$ cat src/rtl/plic_pkg.sv
// Shared PLIC gateway types and default sizing.
package plic_pkg;

   localparam int PLIC_IRQ_NUM   = 32;
   localparam int PLIC_IRQ_WIDTH = $clog2(PLIC_IRQ_NUM);
   localparam int PLIC_GWP_WIDTH = 3;

   localparam logic LEVL = 1'b0;
   localparam logic EDGE = 1'b1;

   typedef enum logic [1:0] {
      IDLE    = 2'd0,
      PEND    = 2'd1,
      CLAIMED = 2'd2
   } gw_state_e;

endpackage

$ cat src/rtl/plic_gateway_if.sv
// Control, source and claim/complete bundle between the PLIC core and the gateway array.
interface plic_gateway_if
   import plic_pkg::*;
#(
   parameter int IRQ_NUM   = PLIC_IRQ_NUM,
   parameter int IRQ_WIDTH = $clog2(IRQ_NUM),
   parameter int GWP_WIDTH = PLIC_GWP_WIDTH
);

   logic                 en_i;
   logic [GWP_WIDTH-1:0] tnm_i;
   logic [IRQ_NUM-1:0]   tm_i;
   logic [IRQ_NUM-1:0]   irq_i;
   logic                 claim_vld_i;
   logic [IRQ_WIDTH-1:0] claim_id_i;
   logic                 comp_vld_i;
   logic [IRQ_WIDTH-1:0] comp_id_i;
   logic [IRQ_NUM-1:0]   req_o;
   logic [IRQ_NUM-1:0]   inflight_o;

   modport master (
      output en_i, tnm_i, tm_i, irq_i, claim_vld_i, claim_id_i, comp_vld_i, comp_id_i,
      input  req_o, inflight_o
   );

   modport slave (
      input  en_i, tnm_i, tm_i, irq_i, claim_vld_i, claim_id_i, comp_vld_i, comp_id_i,
      output req_o, inflight_o
   );

endinterface

$ cat src/rtl/plic_gateway_cell.sv
// One interrupt source: synchronizer, edge detect, pending-edge counter and gateway FSM.
module plic_gateway_cell
   import plic_pkg::*;
#(
   parameter int GWP_WIDTH   = PLIC_GWP_WIDTH,
   parameter int SYNC_STAGES = 2
) (
   input  logic                 clk_i,
   input  logic                 rst_i,
   input  logic                 en_i,
   input  logic [GWP_WIDTH-1:0] tnm_i,
   input  logic                 tm_i,
   input  logic                 irq_i,
   input  logic                 claim_i,
   input  logic                 comp_i,
   output logic                 req_o,
   output logic                 inflight_o
);

   logic [SYNC_STAGES-1:0] sync_q;
   logic                   s_d_q;
   logic [GWP_WIDTH-1:0]   cnt_q, cnt_d, cnt_max;
   gw_state_e              state_q, state_d;
   logic                   sync_s, edge_s, avail, take;

   assign sync_s  = sync_q[SYNC_STAGES-1];
   assign edge_s  = sync_s & ~s_d_q;
   assign cnt_max = (tnm_i == '0) ? GWP_WIDTH'(1) : tnm_i;
   assign avail   = en_i && ((tm_i == EDGE) ? ((cnt_q != '0) || edge_s) : sync_s);

   always_ff @(posedge clk_i or posedge rst_i) begin
      if (rst_i) begin
         sync_q  <= '0;
         s_d_q   <= 1'b0;
         cnt_q   <= '0;
         state_q <= IDLE;
      end else begin
         sync_q  <= {sync_q[SYNC_STAGES-2:0], irq_i};
         s_d_q   <= sync_s;
         cnt_q   <= cnt_d;
         state_q <= state_d;
      end
   end

   always_comb begin
      state_d = state_q;
      take    = 1'b0;
      case (state_q)
         IDLE: begin
            if (avail) begin
               state_d = PEND;
               take    = 1'b1;
            end
         end
         PEND: begin
            if (claim_i) state_d = CLAIMED;
         end
         CLAIMED: begin
            if (comp_i) begin
               if (avail) begin
                  state_d = PEND;
                  take    = 1'b1;
               end else begin
                  state_d = IDLE;
               end
            end
         end
         default: state_d = IDLE;
      endcase
      if (!en_i) state_d = IDLE;
   end

   // A consumed event comes from the counter when it holds any, otherwise from this cycle's edge.
   always_comb begin
      cnt_d = cnt_q;
      if (take && (cnt_q != '0)) cnt_d = cnt_q - GWP_WIDTH'(1);
      if (edge_s && !(take && (cnt_q == '0)) && (cnt_d < cnt_max)) cnt_d = cnt_d + GWP_WIDTH'(1);
      if (cnt_d > cnt_max) cnt_d = cnt_max;
      if (!en_i || (tm_i == LEVL)) cnt_d = '0;
   end

   assign req_o      = (state_q == PEND);
   assign inflight_o = (state_q == CLAIMED);

endmodule

$ cat src/rtl/plic_gateway.sv
// Gateway array: one cell per source 1..IRQ_NUM-1, with claim/complete IDs decoded to one-hot strobes.
module plic_gateway
   import plic_pkg::*;
#(
   parameter int IRQ_NUM     = PLIC_IRQ_NUM,
   parameter int IRQ_WIDTH   = $clog2(IRQ_NUM),
   parameter int GWP_WIDTH   = PLIC_GWP_WIDTH,
   parameter int SYNC_STAGES = 2
) (
   input  logic          clk_i,
   input  logic          rst_i,
   plic_gateway_if.slave gw
);

   logic [IRQ_NUM-1:1] claim_hit, comp_hit, req, inflight;
   logic               unused_src0;

   // Source 0 is reserved: no cell, so its inputs and ID 0 on the strobes fall away.
   assign unused_src0 = gw.irq_i[0] ^ gw.tm_i[0];

   always_comb begin
      claim_hit = '0;
      comp_hit  = '0;
      for (int unsigned k = 1; k < IRQ_NUM; k++) begin
         claim_hit[k] = gw.claim_vld_i && (gw.claim_id_i == IRQ_WIDTH'(k));
         comp_hit[k]  = gw.comp_vld_i && (gw.comp_id_i == IRQ_WIDTH'(k));
      end
   end

   for (genvar k = 1; k < IRQ_NUM; k++) begin : g_cell
      plic_gateway_cell #(
         .GWP_WIDTH  (GWP_WIDTH),
         .SYNC_STAGES(SYNC_STAGES)
      ) u_cell (
         .clk_i     (clk_i),
         .rst_i     (rst_i),
         .en_i      (gw.en_i),
         .tnm_i     (gw.tnm_i),
         .tm_i      (gw.tm_i[k]),
         .irq_i     (gw.irq_i[k]),
         .claim_i   (claim_hit[k]),
         .comp_i    (comp_hit[k]),
         .req_o     (req[k]),
         .inflight_o(inflight[k])
      );
   end

   assign gw.req_o      = {req, 1'b0};
   assign gw.inflight_o = {inflight, 1'b0};

endmodule

$ cat src/flat_wrapper.sv
// flat-port wrapper written by rule: the top's interface ports become plain ports
module plic_gateway_flat import plic_pkg::*;
#(
   parameter int IRQ_NUM     = PLIC_IRQ_NUM,
   parameter int IRQ_WIDTH   = $clog2(IRQ_NUM),
   parameter int GWP_WIDTH   = PLIC_GWP_WIDTH,
   parameter int SYNC_STAGES = 2
)
  (clk_i, rst_i, gw_en_i, gw_tnm_i, gw_tm_i, gw_irq_i, gw_claim_vld_i, gw_claim_id_i, gw_comp_vld_i, gw_comp_id_i, gw_req_o, gw_inflight_o);
  plic_gateway_if #(.IRQ_NUM(IRQ_NUM), .IRQ_WIDTH(IRQ_WIDTH), .GWP_WIDTH(GWP_WIDTH)) gw_i ();
  input  logic clk_i;
  input  logic rst_i;
  input wire logic [$bits(gw_i.en_i)-1:0] gw_en_i;
  input wire logic [$bits(gw_i.tnm_i)-1:0] gw_tnm_i;
  input wire logic [$bits(gw_i.tm_i)-1:0] gw_tm_i;
  input wire logic [$bits(gw_i.irq_i)-1:0] gw_irq_i;
  input wire logic [$bits(gw_i.claim_vld_i)-1:0] gw_claim_vld_i;
  input wire logic [$bits(gw_i.claim_id_i)-1:0] gw_claim_id_i;
  input wire logic [$bits(gw_i.comp_vld_i)-1:0] gw_comp_vld_i;
  input wire logic [$bits(gw_i.comp_id_i)-1:0] gw_comp_id_i;
  output wire logic [$bits(gw_i.req_o)-1:0] gw_req_o;
  output wire logic [$bits(gw_i.inflight_o)-1:0] gw_inflight_o;
  assign gw_i.en_i = gw_en_i;
  assign gw_i.tnm_i = gw_tnm_i;
  assign gw_i.tm_i = gw_tm_i;
  assign gw_i.irq_i = gw_irq_i;
  assign gw_i.claim_vld_i = gw_claim_vld_i;
  assign gw_i.claim_id_i = gw_claim_id_i;
  assign gw_i.comp_vld_i = gw_comp_vld_i;
  assign gw_i.comp_id_i = gw_comp_id_i;
  assign gw_req_o = gw_i.req_o;
  assign gw_inflight_o = gw_i.inflight_o;
  plic_gateway #(.IRQ_NUM(IRQ_NUM), .IRQ_WIDTH(IRQ_WIDTH), .GWP_WIDTH(GWP_WIDTH), .SYNC_STAGES(SYNC_STAGES)) u_core (.clk_i(clk_i), .rst_i(rst_i), .gw(gw_i));
endmodule
$ cat config.mk
export PLATFORM = sky130hd
export DESIGN_NAME = plic_gateway_flat
export DESIGN_NICKNAME = d
export VERILOG_FILES = /design/src/rtl/plic_pkg.sv /design/src/rtl/plic_gateway_if.sv /design/src/rtl/plic_gateway_cell.sv /design/src/rtl/plic_gateway.sv /design/src/flat_wrapper.sv
export SDC_FILE = /design/constraint.sdc
export NUM_CORES = 1
export LEC_CHECK = 0
export CORE_MARGIN = 2
export CORE_UTILIZATION = 60
export CTS_CLUSTER_SIZE = 25
export DETAILED_ROUTE_END_ITERATION = 7
export PLACE_DENSITY = 0.81
export SLEW_MARGIN = 20
export SYNTH_ARGS = -nofsm -noshare
export SYNTH_HDL_FRONTEND = slang
export SYNTH_SLANG_ARGS = --single-unit
$ cat constraint.sdc
create_clock -name clk_i -period 9.6 [get_ports clk_i]
set_input_delay 0.96 -clock clk_i [delete_from_list [all_inputs] [get_ports clk_i]]
set_output_delay 0.96 -clock clk_i [all_outputs]
set_load 0.01 [all_outputs]
After elaboration in Yosys (flattened, before gate mapping)
Cells that the tools add are included.
- bits in registers: 248
- input bits: 82
- output and inout port bits: 64
- logic and storage cells: 1429
- add/subtract/negate cells: 62
- $lt $le $gt $ge: 62
- equal/unequal tests: 217
- muxes and demuxes: 435
- bitwise operators: 93
- reduce and logical (&&, ||, !) cells: 436
- operator list (kind ; count):
    3-bit two-way mux ; 125
    3-bit != test (second input constant) ; 93
    2-bit two-way mux ; 124
    1-bit logical AND ; 217
    2-bit case mux with 3 select lines ; 31
    5-bit equality test (second input constant) ; 32
    1-bit two-way mux ; 124
    3-bit zero test ; 32
    3-bit by 1-bit adder with 3-bit output (second input constant) ; 31
    3-bit greater-than comparator ; 31
    3-bit < comparator ; 31
    3-bit AND reduction ; 31
    3-bit nonzero test ; 31
    3-bit by 1-bit subtractor with 3-bit output (second input constant) ; 31
    5-bit by 4-bit equality test with 1-bit output (second input constant) ; 16
    2-bit by 1-bit equality test with 1-bit output (second input constant) ; 31
    2-bit equality test (second input constant) ; 31
    2-bit zero test ; 31
    1-bit logical OR ; 62
    1-bit inverter ; 62
    1-bit case mux with 2 select lines ; 31
    5-bit by 3-bit equality test with 1-bit output (second input constant) ; 8
    1-bit zero test ; 32
    1-bit bitwise AND ; 31
    2 further kinds ; 6

Depth between registers and ports, before layout
- depth in word-level cells: 16
- gate-level depth with buffers: 23
- mapped depth without buffers: 21

Modules after synthesis
A second synthesis with hierarchy kept.
- cell total of the unflattened synthesis: 2644
- area total of the unflattened synthesis: 22748.1 µm²
- modules (own cells, without submodules) (module ; instances ; cells each ; area each (µm²) ; sequential area each (µm²)):
    plic_gateway_cell (u_core.g_cell[10].u_cell ...) ; 28 ; 83 ; 723.2 ; 200.2
    plic_gateway_cell (u_core.g_cell[6].u_cell ...) ; 3 ; 75 ; 675.6 ; 200.2
    plic_gateway ; 1 ; 95 ; 471.7 ; 0.0

Worst setup path after synthesis
OpenSTA, ideal clock, no wires.
- path type: input port to flip-flop
- from: in gw_tnm_i[2]
- to: reg u_core.g_cell[6].u_cell.cnt_q[2]
- library setup time: 0.091 ns
- data arrival time: 5.650 ns
- required time: 9.509 ns
- path slack: 3.859 ns
- cell stages on the path: 14
- path buffers: 1
- cells stage by stage: clkbuf_1 -> inv_1 -> ha_1 -> a2111oi_0 -> nand2_1 -> or3b_2 -> nand2_1 -> ha_1 -> nor2b_1 -> o21a_1 -> o21ai_0 -> nand3_1 -> or4_1 -> o221ai_1
- cells in the longest elaborated chain, start to end: 8
- RTL lines (what ; line ; text):
    from (decl) ; flat_wrapper.sv:14 ; input wire logic [$bits(gw_i.tnm_i)-1:0] gw_tnm_i;
    3-bit zero test ; plic_gateway_cell.sv:28 ; assign cnt_max = (tnm_i == '0) ? GWP_WIDTH'(1) : tnm_i;
    3-bit two-way mux * ; plic_gateway_cell.sv:28 ;
    3-bit < comparator ; plic_gateway_cell.sv:77 ; if (edge_s && !(take && (cnt_q == '0)) && (cnt_d < cnt_max)) cnt_d = cnt_d + GWP_WIDTH'(1);
    1-bit logical AND ; plic_gateway_cell.sv:77 ;
    3-bit two-way mux ; plic_gateway_cell.sv:77 ;
    3-bit greater-than comparator ; plic_gateway_cell.sv:78 ; if (cnt_d > cnt_max) cnt_d = cnt_max;
    3-bit two-way mux * ; plic_gateway_cell.sv:78 ;
    3-bit two-way mux * ; plic_gateway_cell.sv:79 ; if (!en_i || (tm_i == LEVL)) cnt_d = '0;
    via u_core.g_cell[6].u_cell.cnt_d[2] ; plic_gateway_cell.sv:22 ; logic [GWP_WIDTH-1:0] cnt_q, cnt_d, cnt_max;
    to (signal assigned) ; plic_gateway_cell.sv:40 ; cnt_q <= cnt_d;
    to (decl) ; plic_gateway_cell.sv:22 ;
The timed path passes the listed nets; every way through them passes the cells marked *.
A chain may end at the register's enable or synchronous reset.

Worst setup path in the final report
- from: in gw_tnm_i[1]
- to: reg u_core.g_cell[19].u_cell.cnt_q[2]
- cells in the longest elaborated chain, start to end: 8
- RTL lines (what ; line):
    3-bit zero test ; plic_gateway_cell.sv:28
    3-bit two-way mux * ; plic_gateway_cell.sv:28
    3-bit < comparator ; plic_gateway_cell.sv:77
    1-bit logical AND ; plic_gateway_cell.sv:77
    3-bit two-way mux ; plic_gateway_cell.sv:77
    3-bit greater-than comparator ; plic_gateway_cell.sv:78
    3-bit two-way mux * ; plic_gateway_cell.sv:78
    3-bit two-way mux * ; plic_gateway_cell.sv:79
    via u_core.g_cell[19].u_cell.cnt_d[2] ; plic_gateway_cell.sv:22
    to (signal assigned) ; plic_gateway_cell.sv:40
    to (decl) ; plic_gateway_cell.sv:22
Marked as above.

==> reports/metrics.csv <==
stage,metric,value,unit
logic_synthesis,Yosys top cell by area,dfrtp_1,
clock_network,Post-CTS Setup Bufs,0,
drt,initial DRC count,1640,
critical_path,number of cells on the worst reg-to-reg path,19,
clock_network,clock root cell,clkbuf_16,
drt,met3 routed WL,4.495,mm
critical_path,CP endpoint kind,flip-flop,
drt,via/cell ratio,6.517,
sta,final setup margin,3.096,ns
logic_synthesis,"Seq/Total Area, Yosys",28.61,%
critical_path,worst path cell trace,clkdlybuf4s50_1 > o21ba_2 > buf_4 > inv_4 > nand2_1 > o41a_1 > a311oi_1 > mux2_2 > ha_1 > nor2b_1 > o21a_1 > o21ai_0 > nand3_1 > a211o_1 > o221ai_1,
finish,fin nets,2910,
logic_synthesis,synth unique cells,81,
hold_path,Hold Path Origin,u_core.g_cell[28].u_cell.sync_q[0],
drt,M1 wire length,24.55,mm
critical_path,critical path type,in -> reg,
critical_path,crit-path max FO,54,
drt,Routed Antenna Nets,0,
global_route,gr usage total,30.84,%
die,initial core utilization,60.98,%
logic_synthesis,ys flop type,dfrtp_1,
placed_design,Placed Instances,3008,
critical_path,arrival time at the worst endpoint,7.01,ns
global_route,Congestion Overflow GR,0,
drt,Routed wire per std cell,19.38,um
logic_synthesis,Post-synth ARST share,100.0,%
sta,Max Clock Skew,0.01858,ns
logic_synthesis,synth warn,0,
logic_synthesis,synthesized area per cell,8.583,um2
critical_path,"delay-heaviest family, CP",compound AO/OA/AOI/OAI gates,
run_status,status,"finished, final reports clean",
logic_synthesis,largest family of logic cells by synthesized area,compound AO/OA/AOI/OAI gates,
finish,most frequent cells in the layout,"nand2_1 (268), ha_1 (248), dfrtp_1 (248)",
clock_network,clock latency on the worst-skew pair,0.60,ns
global_route,number of global-route vias before repair,19150,
clock_network,CTS resizes,0,
die,# rows,69,
placed_design,"worst slack, placed",2.585,ns
drt,via count,19970,
die,die area,37690,um2
logic_synthesis,mux cell area share after synthesis,4.107,%
sta,Fin. Hold Viols,0,
logic_synthesis,register bit count reported by yosys,248,
critical_path,Worst Path Required,10.10,ns
clock_network,hold buffers post-CTS,0,
power_and_ir_drop,Static Leak,10.71,nW
drt,Post-route DRC,0,
sta,Pins Over Slew Limit,0,
finish,share of layout cells above drive strength 1,6.531,%
sta,final worst-path cycle share,67.75,%
drt,WL final,59.38,mm
hold_path,WHS Endpoint,u_core.g_cell[28].u_cell.sync_q[1],
logic_synthesis,Syn Inst Count,2527,
critical_path,slowest cell on the critical path,clkdlybuf4s50_1,
sta,Fin Hold WS,0.3448,ns
global_route,initial antenna violation count,4,
sta,Rel. slew slack,18.36,%
critical_path,CP Launch Point,gw_tnm_i[1],
sta,FMAX,0.1537,GHz
critical_path,peak per-stage delay on the critical path,0.98,ns
clock_network,CTS Buffer Depth,3,
clock_network,clock transition at the registers of the reported paths,0.06,ns
placed_design,PortBufs,141,
global_route,largest net degree at the start of global routing,119,
power_and_ir_drop,Max VDD drop,0.0001654,V
logic_synthesis,top post-synthesis cells by area,"dfrtp_1 (29%), ha_1 (14%), nand2_1 (4.6%), inv_1 (2.7%), nor2_1 (2.6%)",
power_and_ir_drop,Power per Cell Area,157.8,nW/um2
critical_path,Reg2Reg Setup Slack,4.07,ns
finish,final std cells w/o fill,3064,
die,Die Wd,194.1,um
flow_run,Max Cap Viol,0,
logic_synthesis,xor/xnor share of the synthesized area,2.584,%
logic_synthesis,simple-gate portion of the synthesized area,21.72,%
finish,P&R area growth vs syn,11.44,%
clock_network,CTS tree,done,
sta,Setup TNS,0,ns
die,I/O Pins,146,
critical_path,reg2reg end,u_core.g_cell[24].u_cell.cnt_q[2],
hold_path,HP Class,reg -> reg,
hold_path,hold path depth,0,
sta,Worst-Margin Slew,1.215,ns
drt,Met2 Wirelength,27.45,mm
die,Die Span Y,194.1,um
clock_network,H-tree depth,1,
sta,min Tclk post-route,6.504,ns
placed_design,DP HPWL,41.22,mm
finish,"commonest non-fill, non-tap cell in the layout",nand2_1,
clock_network,CTS buffer count,31,
drt,detailed-router iteration count before antenna repair,6,
critical_path,worst path bufs/invs,3,
die,Core Area,35570,um2
critical_path,CP Launch Type,input pin,
power_and_ir_drop,total power after layout,0.003814,W
logic_synthesis,"EDFF count, synth",0,
logic_synthesis,Synth Area in Compound Gates,22.37,%
logic_synthesis,Adder-Cell Fraction of Synth Area,14.31,%
clock_network,CTS Sinks,248,
global_route,first-pass GRT wire length,96.25,mm
placed_design,GPL Wtd Cong,0.9202,
sta,RSZ-0062 raised after global routing,no,
finish,antenna cells,0,
logic_synthesis,Mapped Area,21690,um2
drt,Top Layer Used,met5,
critical_path,worst r2r src,u_core.g_cell[24].u_cell.cnt_q[0],
sta,Setup-failing EPs final,0,
logic_synthesis,Synth top area share,28.61,%
-- power breakdown --
group          internal (W)  leakage [nW]  total [W]  switching, W
registers           0.00112          3.19    0.00120     0.0000732
clock network      0.000791         0.544    0.00127      0.000482
logic              0.000553          6.97    0.00134      0.000791
total               0.00247          10.7    0.00381       0.00135
-- cell type report --
class,count,area (um2)
multi-input cells,1986,14130
flip-flops and latches,248,6206
fillers,2815,11400
well taps,461,576.8
inverters,154,589.3
clock buffers,45,918.4
repair buffers,159,1564
clock inverters,11,186.4
-- stage by stage --
stage	utilization, %	cell area, um2
final	67.96	24170
after CTS	67.95	24170
after global placement	64.85	23070
after floorplan	-	21690
after global routing	67.96	24170
after detailed placement	64.85	23070
-- state kept, by name, indices dropped and copies added, names as in the netlist --
name and cells:
u_core.g_cell.u_cell.cnt_q 93, u_core.g_cell.u_cell.s_d_q 31, u_core.g_cell.u_cell.state_q 62, u_core.g_cell.u_cell.sync_q 62
-- layer usage --
metal  up-vias  GRT usage [%]
met5         -              0
met4         8          14.00
met3       187          5.410
met2       745          50.60
met1      9584          39.81
li1       9445              -
-- how the worst max path moves through the flow --
stage | endpoint | slack, ns | cells after the start
after floorplan | u_core.g_cell[10].u_cell.cnt_q[0] | 1.83 | 1
after global placement | u_core.g_cell[13].u_cell.cnt_q[2] | 2.81 | 15
after detailed placement | u_core.g_cell[6].u_cell.cnt_q[2] | 2.59 | 17
after CTS | u_core.g_cell[6].u_cell.cnt_q[2] | 3.17 | 17
after global routing | u_core.g_cell[7].u_cell.cnt_q[2] | 2.74 | 17
final | u_core.g_cell[19].u_cell.cnt_q[2] | 3.10 | 15
-- synth_stat cells, types with 49 or more instances --
| library cell | instances |
|---|---|
| a21oi_1 | 104 |
| buf_4 | 64 |
| clkbuf_1 | 57 |
| dfrtp_1 | 248 |
| ha_1 | 248 |
| inv_1 | 154 |
| mux2i_1 | 53 |
| nand2_1 | 268 |
| nand2b_1 | 49 |
| nand3_1 | 109 |
| nor2_1 | 148 |
| nor2b_1 | 85 |
| o21a_1 | 55 |
| o21ai_0 | 103 |
-- logic make-up after synthesis --
logic type,after synthesis
other,1
xor gates and xnor gates,64
DFF,248
muxes,85
buffers and inverters,294
and+or+nand+nor,913
AOI/OAI and AO/OA,674
adders and majority gates,248
-- worst register-to-register path: cells and delay by family (launching register included) --
family	cells	cell delay, ns
AOI/OAI and AO/OA	7	2.22
adders and majority gates	3	0.83
buffers and inverters	3	0.37
DFF	1	0.40
muxes	2	0.76
and+or+nand+nor	4	0.85
Power figures use the tool's default switching activity.
